**src/rtl/bist_fail_log.sv**
```systemverilog
// Small synchronous FIFO holding {address, syndrome} of failing reads.
// A push into a full FIFO is still taken when a pop happens on the same edge.
module bist_fail_log #(
    parameter int DEPTH = 4,
    parameter int WIDTH = 40
) (
    input  logic             clk,
    input  logic             rstb,
    input  logic             clear_i,
    input  logic             push_i,
    input  logic [WIDTH-1:0] pushData_i,
    input  logic             pop_i,
    output logic [WIDTH-1:0] headData_o,
    output logic             full_o,
    output logic             empty_o
);

    localparam int PTR_W = $clog2(DEPTH);

    logic [WIDTH-1:0] mem_q [DEPTH];
    logic [PTR_W:0]   wrPtr_q;
    logic [PTR_W:0]   wrPtr_d;
    logic [PTR_W:0]   rdPtr_q;
    logic [PTR_W:0]   rdPtr_d;
    logic             doPush;
    logic             doPop;

    assign empty_o = (wrPtr_q == rdPtr_q);
    assign full_o  = (wrPtr_q[PTR_W] != rdPtr_q[PTR_W]) &&
                     (wrPtr_q[PTR_W-1:0] == rdPtr_q[PTR_W-1:0]);
    assign doPop   = pop_i && !empty_o;
    assign doPush  = push_i && (!full_o || doPop);

    // Head output reads as zero while empty so the log port is quiet after reset/clear.
    assign headData_o = empty_o ? '0 : mem_q[rdPtr_q[PTR_W-1:0]];

    // Next pointer values; clear empties the FIFO regardless of traffic.
    always_comb begin
        wrPtr_d = wrPtr_q;
        rdPtr_d = rdPtr_q;
        if (clear_i) begin
            wrPtr_d = '0;
            rdPtr_d = '0;
        end else begin
            if (doPush) wrPtr_d = wrPtr_q + {{PTR_W{1'b0}}, 1'b1};
            if (doPop)  rdPtr_d = rdPtr_q + {{PTR_W{1'b0}}, 1'b1};
        end
    end

    // Pointer registers.
    always_ff @(posedge clk or negedge rstb) begin
        if (!rstb) begin
            wrPtr_q <= '0;
            rdPtr_q <= '0;
        end else begin
            wrPtr_q <= wrPtr_d;
            rdPtr_q <= rdPtr_d;
        end
    end

    // Storage write; contents only matter behind valid pointers, so no reset.
    always_ff @(posedge clk) begin
        if (doPush && !clear_i) begin
            mem_q[wrPtr_q[PTR_W-1:0]] <= pushData_i;
        end
    end

endmodule

```
**config.mk**
```make
export PLATFORM = sky130hd
export DESIGN_NAME = bist_fail_log
export DESIGN_NICKNAME = d
export VERILOG_FILES = /design/src/rtl/bist_fail_log.sv
export SDC_FILE = /design/constraint.sdc
export NUM_CORES = 1
export LEC_CHECK = 0
export ABC_AREA = 1
export ABC_CLOCK_PERIOD_IN_PS = 3500
export BUFFER_PORTS_ARGS = -buffer_cell sky130_fd_sc_hd__clkbuf_2
export CORE_UTILIZATION = 33
export CTS_CLUSTER_DIAMETER = 30
export DETAILED_ROUTE_END_ITERATION = 10
export PLACE_DENSITY = 0.49
export SLEW_MARGIN = 40
export SYNTH_ARGS = -nofsm -noshare
export SYNTH_HDL_FRONTEND = slang
export SYNTH_SLANG_ARGS = --single-unit
```
**constraint.sdc**
```tcl
create_clock -name clk -period 3.5 [get_ports clk]
set_input_delay 0.175 -clock clk [delete_from_list [all_inputs] [get_ports clk]]
set_output_delay 0.175 -clock clk [all_outputs]
set_load 0.01 [all_outputs]
```
# After elaboration in Yosys (flattened, before gate mapping)
# Memory sizes are Yosys's and may differ from the RTL's.
# Cells that the tools add are included.
[totals]
regBits = 6
latchBits = 0
mem_bits_rw = 160
mem_bits_ro = 0
output_inout_bits = 42
word_cells = 25
memories = 1
[mem_list]
columns = ["name", "depth", "width", "read_ports", "rd_ports_with_merged_regs", "write_ports", "line_no", "text"]
rows = [
  ["mem_q", 4, 40, 1, 0, 1, "20", "logic [WIDTH-1:0] mem_q [DEPTH];"],
]
[classes]
n_addsub = 2
multipliers = 0
n_div = 0
magnitude_cmp = 0
eq_ne = 3
n_shift = 0
n_mux = 7
bitwise = 0
reduce_logical = 10
[op_table]
columns = ["cell", "count"]
rows = [
  ["$mux 40", 1],
  ["$mux 3", 4],
  ["$add 3x1->3 const B", 2],
  ["$logic_and 1x1->1", 4],
  ["$reduce_bool 2->1", 2],
  ["$eq 3x3->1", 1],
  ["$logic_not 1->1", 3],
  ["$eq 2x2->1", 1],
  ["$mux 1", 2],
  ["$logic_or 1x1->1", 1],
  ["$ne 1x1->1", 1],
]

# Longest topological paths before layout
# Gate-level depths: netlist of the first run.
[logic_depth]
depth_word = 8
ltp_mapped = 8
mapped_depth_nobuf = 8

# Worst setup path after synthesis of the first run
# Ideal clock, no wire load.
[synth_timing]
kind = "reg-to-reg"
from = "register rdPtr_q[0]"
to = "memory mem_q[0][0], enable pin"
setup_ns = 0.437
t_arrival_ns = 2.653
path_slack_ns = 0.410
stages_incl_launch_ff = 8
n_path_buf = 1
synth_period_minus_slack_ns = 3.090
cell_sequence = "dfrtp_1 -> buf_4 -> inv_4 -> nand2_2 -> nand2_4 -> nand4_4 -> nand3_1 -> nor2_1"
[synth_via]
elab_chain_cells = 8
[synth_rtl]
columns = ["element", "line_no", "text"]
rows = [
  ["from (decl)", "23", "logic [PTR_W:0] rdPtr_q;"],
  ["from (signal assigned)", "57", "rdPtr_q <= rdPtr_d;"],
  ["$eq 3x3->1 / $eq 2x2->1 (equally long branches)", "28, 30", ""],
  ["$logic_not 1->1 / $logic_and 1x1->1 (equally long branches)", "31, 29", ""],
  ["$logic_and 1x1->1 / $logic_not 1->1 (equally long branches)", "31, 32", ""],
  ["$logic_or 1x1->1 (*)", "32", "assign doPush = push_i && (!full_o || doPop);"],
  ["$logic_and 1x1->1 (*)", "32", ""],
  ["$logic_and 1x1->1 (*)", "63", "if (doPush && !clear_i) begin"],
  ["$mux 1 (*)", "63", ""],
  ["$mux 1 (not written as such) (*)", "64", "mem_q[wrPtr_q[PTR_W-1:0]] <= pushData_i;"],
  ["to (decl)", "20", ""],
]
# Every way passes the cells marked *; elsewhere a longest branch is shown, timed or not.

# Worst setup path in the final report of the first run
[layout_timing]
from = "register rdPtr_q[0]"
to = "memory mem_q[3][8], enable pin"
# The elaborated chain is that of the path after synthesis.

==> summary.txt, run 1 <==
Outcome
  – Status: finished, final reports clean

Floorplanning
  – Number of standard-cell rows in the floorplan: 52
  – Vert. Die Dim: 146 um
  – Core area: 0.0202 mm2
  – Die Area: 0.0212 mm2
  – Starting density of the core: 0.336
  – Chip Width: 146 um
  – I/O Pins: a little under 90

Synth
  – Most instantiated cells after synthesis: sky130_fd_sc_hd__edfxtp_1, sky130_fd_sc_hd__inv_1, sky130_fd_sc_hd__nand2_1
  – Synth unique cells: 24
  – Post-synth design cell area: 0.00680 mm2
  – Yosys top cell by area: sky130_fd_sc_hd__edfxtp_1
  – Net count after synthesis: 539
  – Post-synth ARST share: 0.0361
  – EDFF count, synth: 160
  – Sequential element share of the synthesized area: 0.729
  – Most common cell in the synthesized netlist: sky130_fd_sc_hd__edfxtp_1
  – Share of the synthesized area in the top cell type: 0.707
  – Count of yosys warnings during synthesis: 0
  – Per-instance average area after synthesis: 13.9 um2
  – Top post-synthesis cells by area: sky130_fd_sc_hd__edfxtp_1, sky130_fd_sc_hd__mux2i_1, sky130_fd_sc_hd__o22ai_1
  – Post-synthesis cell count: 489
  – Synthesized flop and latch total: roughly 170
  – Ys flop type: sky130_fd_sc_hd__edfxtp_1

Routing
  – Count of unresolved DRC violations after routing: 0
  – Average wire length per cell after detail routing: 15.5 um
  – First-iteration detailed-routing DRC count: 211
  – Final routed wirelength across all metal layers: between 10000 and 15000 um
  – Avg Vias per Cell: 4.51
  – Routed Antenna Nets: 0
  – DR vias: ~4000
  – Pre-Repair DR Iteration Count: 4

Setup path
  – Worst path arrival time: between 2 and 3 ns
  – Worst path required time: between 3 and 4 ns
  – Sort of element at the end of the critical path: register
  – Setup CP Type: reg2reg
  – Largest fanout on the critical path: 25
  – CP startpoint kind: register

Pwr
  – Switching part of the total power: 0.253
  – Portion of total power attributed to sequential cells: 0.464
  – Power per cell area: 568 mW/mm2
  – Combinational power share: 0.148
  – Leakage power summed over all cells: 3.29 nW
  – Worst vdd ir: 0.310 mV
  – Clock network fraction of design power: 0.388
  – Net Switching: 1.23 mW
  – Internal power: about 3.6 mW

Place
  – Half-perimeter wire length of the detailed placement result: between 8000 and 9000 um
  – Global placer's final weighted congestion: 0.729
  – Number of input and output port buffers inserted: between 80 and 90

STA
  – FMAX: approximately 360 MHz
  – Relative slew margins: 0.459
  – Final worst path period need: 2.76 ns
  – Final total negative setup slack: 0 ns
  – Layout Skew: roughly 0.0073 ns
  – Worst-margin pin slew: 0.812 ns
  – Period utilization: 0.788
  – Final Hold Violating Endpoints: 0
  – Setup violation total in the final timing report: 0
  – Unrepaired setup endpoints after global routing: false
  – Slew Limit Fails: 0
  – Min Hold Slack: slightly below 0.06 ns

Global route
  – Pin count of the biggest net entering global routing: between 80 and 90
  – Initial antenna violation count: 0
  – First-pass GRT wire length: 22500 um
  – Total routing usage reported by global routing: 0.140
  – Via count of the first global-routing pass: 4268
  – Aggregate global routing overflow: 0

Clock network
  – Clock transition at path regs: 0.06 ns
  – Number of buffers created by CTS: 17
  – Clk_lat worst skew: 0.42 ns
  – Number of buffers between clock root and the deepest sink: 2
  – Clock sink count: 166
  – CTS H-tree lvls: 4
  – Clock tree from TritonCTS: done
  – Cell at the root of the clock tree: sky130_fd_sc_hd__clkbuf_16

Final layout
  – Layout cell share with drive strength beyond 1: 0.220
  – Area Growth Syn to Fin: 25.6%
  – Final antenna diode count: 0
  – Final layout net count: 668

Run
  – Max-cap violation count: 0

Worst hold path
  – Kind of path behind the tightest hold check: in2reg
[layout make-up]
cell class	count	area [um2]
repair buffers	137	947
fillers	1869	11700
clock inverters	15	179
multi-input cells	243	1490
flip-flops and latches	166	4960
inverters	53	201
well taps	270	338
clock buffers	17	425
[critical path, stage by stage (launching register included)]
cell and delay (ns):
sky130_fd_sc_hd__dfrtp_4 0.49, sky130_fd_sc_hd__buf_4 0.25, sky130_fd_sc_hd__nand2_2 0.13, sky130_fd_sc_hd__nand2_4 0.08, sky130_fd_sc_hd__nand4_4 0.11, sky130_fd_sc_hd__nand3_1 0.30, sky130_fd_sc_hd__nor2_4 0.60, sky130_fd_sc_hd__buf_4 0.45
[placed cells by master (no fill, tap or decap), types with 2 or more instances in the layout]
cell	Yosys	layout
sky130_fd_sc_hd__buf_4	1	7
sky130_fd_sc_hd__bufinv_16	0	3
sky130_fd_sc_hd__clkbuf_16	0	17
sky130_fd_sc_hd__clkbuf_2	3	86
sky130_fd_sc_hd__clkinv_1	0	2
sky130_fd_sc_hd__clkinv_4	0	5
sky130_fd_sc_hd__clkinvlp_4	0	2
sky130_fd_sc_hd__dfrtp_1	6	4
sky130_fd_sc_hd__dlygate4sd3_1	0	41
sky130_fd_sc_hd__edfxtp_1	160	160
sky130_fd_sc_hd__ha_1	5	5
sky130_fd_sc_hd__inv_1	52	52
sky130_fd_sc_hd__inv_6	0	2
sky130_fd_sc_hd__mux2i_1	40	40
sky130_fd_sc_hd__nand2_1	52	52
sky130_fd_sc_hd__nand2_2	2	2
sky130_fd_sc_hd__nand3_1	7	7
sky130_fd_sc_hd__nand4_1	6	6
sky130_fd_sc_hd__nor2_1	45	41
sky130_fd_sc_hd__nor2_4	0	4
sky130_fd_sc_hd__o21ai_0	34	34
sky130_fd_sc_hd__o21ai_1	6	6
sky130_fd_sc_hd__o22ai_1	40	40
sky130_fd_sc_hd__xor2_1	2	2
[cell families (layout without fill, tap and decap cells)]
kind of cell | Yosys count | in the layout | share of synthesized area
DFF | 166 | 166 | 0.729
AOI/OAI and AO/OA | 80 | 80 | 0.0663
adders and majority gates | 5 | 5 | 0.00920
xor gates and xnor gates | 3 | 3 | 0.00663
muxes | 40 | 40 | 0.0589
and+or+nand+nor | 115 | 115 | 0.0734
buffers and inverters | 80 | 222 | 0.0567
[power groups by stage]
stage          sequential, mW  combinational (mW)  clock, mW
5_1_grt                  2.25               0.804       2.01
6_report                 2.25               0.716       1.88
3_3_place_gp             2.29               0.689          0
2_1_floorplan            2.29               0.471          0
4_1_cts                  2.25               0.734       1.92
3_5_place_dp             2.29               0.697          0
[flip-flops by register name (all words and copies together) (netlist names)]
signal   cells
wrPtr_q      3
rdPtr_q      3
mem_q      160
[per-layer routing]
metal  up-vias  routed length, um  GRT usage
met2        69               7120      0.244
met3        13                395     0.0354
li1       2026                  -          -
met4         0                165     0.0474
met1      1957               6320      0.168
met5         -                  0          0
[path summary, 6_finish.rpt]
path	to	slack, ns	cells past startpoint	from
max	mem_q[3][8]	0.74	7	rdPtr_q[0]
max in group asynchronous	rdPtr_q[0]	3.18	2	rstb
max reg2reg	mem_q[3][8]	0.74	7	rdPtr_q[0]
min	rdPtr_q[1]	0.06	3	pop_i
min in group asynchronous	wrPtr_q[2]	0.14	2	rstb
min reg2reg	rdPtr_q[2]	0.60	2	rdPtr_q[2]
[through the flow]
stage          power, mW  utilization  worst slack, ns  instance area (um2)  instances
2_1_floorplan       2.76            -            0.410                 6800        489
3_3_place_gp        2.98        0.370            0.650                 7480        826
3_5_place_dp        2.99        0.370            0.592                 7480        826
4_1_cts             4.91        0.419            0.583                 8480        898
5_1_grt             5.06        0.422            0.550                 8540        901
6_report            4.85        0.422            0.744                 8540        901
[repair_timing]
action | 4_1_cts | 5_1_grt
hold buffers | 40 | 1
buffers inserted | 0 | 0
resized for setup | 0 | 0
endpoints found under the hold margin | 162 | 3
(Power assumes the default switching activity.)
==> run 2: changes to the inputs <==
--- a/config.mk
+++ b/config.mk
@@ -6,7 +6,7 @@
 export NUM_CORES = 1
 export LEC_CHECK = 0
 export ABC_AREA = 1
-export ABC_CLOCK_PERIOD_IN_PS = 3500
+export ABC_CLOCK_PERIOD_IN_PS = 2680
 export BUFFER_PORTS_ARGS = -buffer_cell sky130_fd_sc_hd__clkbuf_2
 export CORE_UTILIZATION = 33
 export CTS_CLUSTER_DIAMETER = 30
==> constraint.sdc (replaced) <==
create_clock -name clk -period 2.68 [get_ports clk]
set_input_delay 0.134 -clock clk [delete_from_list [all_inputs] [get_ports clk]]
set_output_delay 0.134 -clock clk [all_outputs]
set_load 0.01 [all_outputs]
==> run 2 against run 1 <==
  * Total power grew 30%
  * Sequential share of layout area is 0.060 points higher
  * Clock-buffer cell count is 1 higher
  * Worst hold slack lost 0.0012 ns
==> summary.txt, run 2 (synthesis gave the netlist of run 1 again) <==
Clock network
  – Number of buffers created by CTS: 17 (unchanged)
  – Hold buffers post-CTS: 41 (was 40)
  – Clock transition at path regs: 0.06 ns (about the same)
  – Clk_lat worst skew: 0.43 ns (was 0.42 ns)
  – Post-CTS sizing: 0 (unchanged)
  – CTS H-tree lvls: 4 (unchanged)
  – Number of buffers added for setup after CTS: 0 (unchanged)
  – Clock tree from TritonCTS: done (unchanged)
  – Clock sink count: 166 (unchanged)
  – Cell at the root of the clock tree: sky130_fd_sc_hd__clkbuf_16 (unchanged)
  – Number of buffers between clock root and the deepest sink: 2 (unchanged)

Setup path
  – Worst path required time: 2.55 ns (was 3.59 ns)
  – Largest fanout on the critical path: 54 (was 25)
  – Last element of the critical path: headData_o[17] (was mem_q[3][8])
  – Cells along the critical path: buf_4 > o21ai_0 > o22ai_1 > nand2_1 > inv_1 > clkbuf_2 (was buf_4 > nand2_2 > nand2_4 > nand4_4 > nand3_1 > nor2_4 > buf_4)
  – Setup CP Type: reg2out (was reg2reg)
  – Worst setup startpoint: rdPtr_q[0] (unchanged)
  – Beginning of the worst register-to-register path: wrPtr_q[0] (was rdPtr_q[0])
  – Max stage delay on crit path: 0.59 ns (was 0.60 ns)
  – Worst Reg-to-Reg Cells: 7 (unchanged)
  – Sort of element at the end of the critical path: primary output (was register)
  – CP startpoint kind: register (unchanged)
  – Reg2reg end: mem_q[0][9] (was mem_q[3][8])
  – Worst path arrival time: 2.22 ns (was 2.84 ns)
  – Standard cell with the maximum stage delay on the critical path: sky130_fd_sc_hd__buf_4 (was sky130_fd_sc_hd__nor2_4)
  – Flop2flop setup slack: 0.62 ns (was 0.74 ns)

Routing
  – Count of unresolved DRC violations after routing: 0 (unchanged)
  – First-iteration detailed-routing DRC count: 208 (was 211)
  – Avg Vias per Cell: 4.59 (was 4.51)
  – DR vias: 4151 (was 4065)
  – Average wire length per cell after detail routing: 16.0 um (was 15.5 um)
  – Pre-Repair DR Iteration Count: 4 (unchanged)
  – Final routed wirelength across all metal layers: 14400 um (was 14000 um)
  – Routed Antenna Nets: 0 (unchanged)

Floorplanning
  – Starting density of the core: 0.336 (unchanged)
  – Die Area: 0.0212 mm2 (unchanged)
  – Core area: 0.0202 mm2 (unchanged)
  – Vert. Die Dim: 146 um (unchanged)
  – Number of standard-cell rows in the floorplan: 52 (unchanged)
  – Chip Width: 146 um (unchanged)
  – I/O Pins: 87 (unchanged)

STA
  – Worst-margin pin slew: 0.752 ns (was 0.812 ns)
  – Final total negative setup slack: 0 ns (unchanged)
  – Slew Limit Fails: 0 (unchanged)
  – Setup violation total in the final timing report: 0 (unchanged)
  – Final Hold Violating Endpoints: 0 (unchanged)
  – Final worst path period need: about 2.4 ns
  – Unrepaired setup endpoints after global routing: false (unchanged)
  – Final worst setup slack: 0.321 ns (was 0.744 ns)
  – FMAX: 424 MHz
  – Period utilization: 0.880
  – Relative slew margins: 0.498 (was 0.459)
  – Min Hold Slack: 0.0573 ns (was 0.0585 ns)
  – Layout Skew: 0.0131 ns (was 0.00728 ns)

Place
  – Post-placement worst setup slack: 0.625 ns (was 0.592 ns)
  – Half-perimeter wire length of the detailed placement result: 8320 um (was 8210 um)
  – Global placer's final weighted congestion: 0.778 (was 0.729)
  – Instance count after placement with tap cells included: 831 (was 826)
  – Number of input and output port buffers inserted: 86 (unchanged)

Global route
  – Pin count of the biggest net entering global routing: 83 (unchanged)
  – Via count of the first global-routing pass: 4276 (was 4268)
  – Aggregate global routing overflow: 0 (unchanged)
  – Met3 routing resource usage after global routing: 0.0323 (was 0.0354)
  – First-pass GRT wire length: 23200 um (was 22500 um)
  – Met1 demand-to-capacity share in global routing: 0.187 (was 0.168)
  – Initial antenna violation count: 0 (unchanged)
  – Total routing usage reported by global routing: 0.145 (was 0.140)
  – Met2 GRT Util: 0.240 (was 0.244)
  – Busiest layer in global routing: met2 (unchanged)

Worst hold path
  – Startpoint of the lowest-slack hold path: push_i (was pop_i)
  – Kind of path behind the tightest hold check: in2reg (unchanged)

Final layout
  – Flip-flop count of the largest register after layout: 160 (unchanged)
  – Commonest cells after routing, fill and taps aside: sky130_fd_sc_hd__edfxtp_1, sky130_fd_sc_hd__clkbuf_2, sky130_fd_sc_hd__inv_1, sky130_fd_sc_hd__nand2_1 (unchanged)
  – Final antenna diode count: 0 (unchanged)
  – Layout cell share with drive strength beyond 1: 0.226 (was 0.220)
  – Post-route insts no fill: 904 (was 901)
  – Final layout net count: 671 (was 668)
  – # fillers: 1899 (was 1869)
  – Most frequent standard cell in the layout excluding fill and tap cells: sky130_fd_sc_hd__edfxtp_1 (unchanged)
  – Area Growth Syn to Fin: 25.5% (was 25.6%)

Pwr
  – Power per cell area: 740 mW/mm2 (was 568 mW/mm2)
  – Leakage power summed over all cells: 3.30 nW (was 3.29 nW)
  – Worst vdd ir: 0.612 mV (was 0.310 mV)

Outcome
  – Status: finished, final reports clean (unchanged)

Run
  – Max-cap violation count: 0 (unchanged)
run 2: changes by cell type in the layout (fill, tap and decap cells not counted), sizes merged:
cell / delta
inv: +2
clkbuf: +1
buf: +3
bufinv: -1
clkinv: -2
run 2: power breakdown:
part	switching [mW]	internal, mW	total (mW)	leakage, nW
registers	0.0231	2.92	2.94	1.53
clock network	1.03	1.40	2.43	0.288
logic	0.595	0.346	0.941	1.48
total	1.65	4.66	6.31	3.30
run 2: critical path, delay by kind of cell (launching register included):
kind,cells,cell delay (ns)
flops,1,0.45
buf+inv,3,0.79
compound gates,2,0.46
simple gates,1,0.09
run 2: worst min-delay path by stage:
stage / end / slack, ns / cells past startpoint
after floorplan: rdPtr_q[0] / -0.16 / 0
after global placement: wrPtr_q[0] / -0.01 / 1
after detailed placement: wrPtr_q[0] / -0.01 / 1
after CTS: wrPtr_q[0] / 0.03 / 3
after global routing: wrPtr_q[2] / 0.06 / 3
final: wrPtr_q[2] / 0.06 / 3
run 2: layer usage:
metal | wire (um) | up-vias
li1 | - | 2037
met1 | 6570 | 2033
met2 | 7300 | 71
met3 | 413 | 10
met4 | 142 | 0
met5 | 0 | -
run 2: final cells by class:
cell class | instances | area (um2) | area share
Timing Repair Buffer | 140 | 942 | 0.110
Clock buffer | 18 | 429 | 0.0503
Inverter | 53 | 201 | 0.0236
Multi-Input combinational cell | 243 | 1490 | 0.174
Clock inverter | 14 | 171 | 0.0201
Tap cell | 270 | 338 | 0.0396
Sequential cell | 166 | 4960 | 0.581
run 2: through the flow:
stage | instance area (um2) | power, mW | util
2_1_floorplan | 6800 | 3.61 | -
3_3_place_gp | 7510 | 3.91 | 0.371
3_5_place_dp | 7510 | 3.92 | 0.371
4_1_cts | 8530 | 6.41 | 0.421
5_1_grt | 8530 | 6.61 | 0.422
6_report | 8530 | 6.31 | 0.422
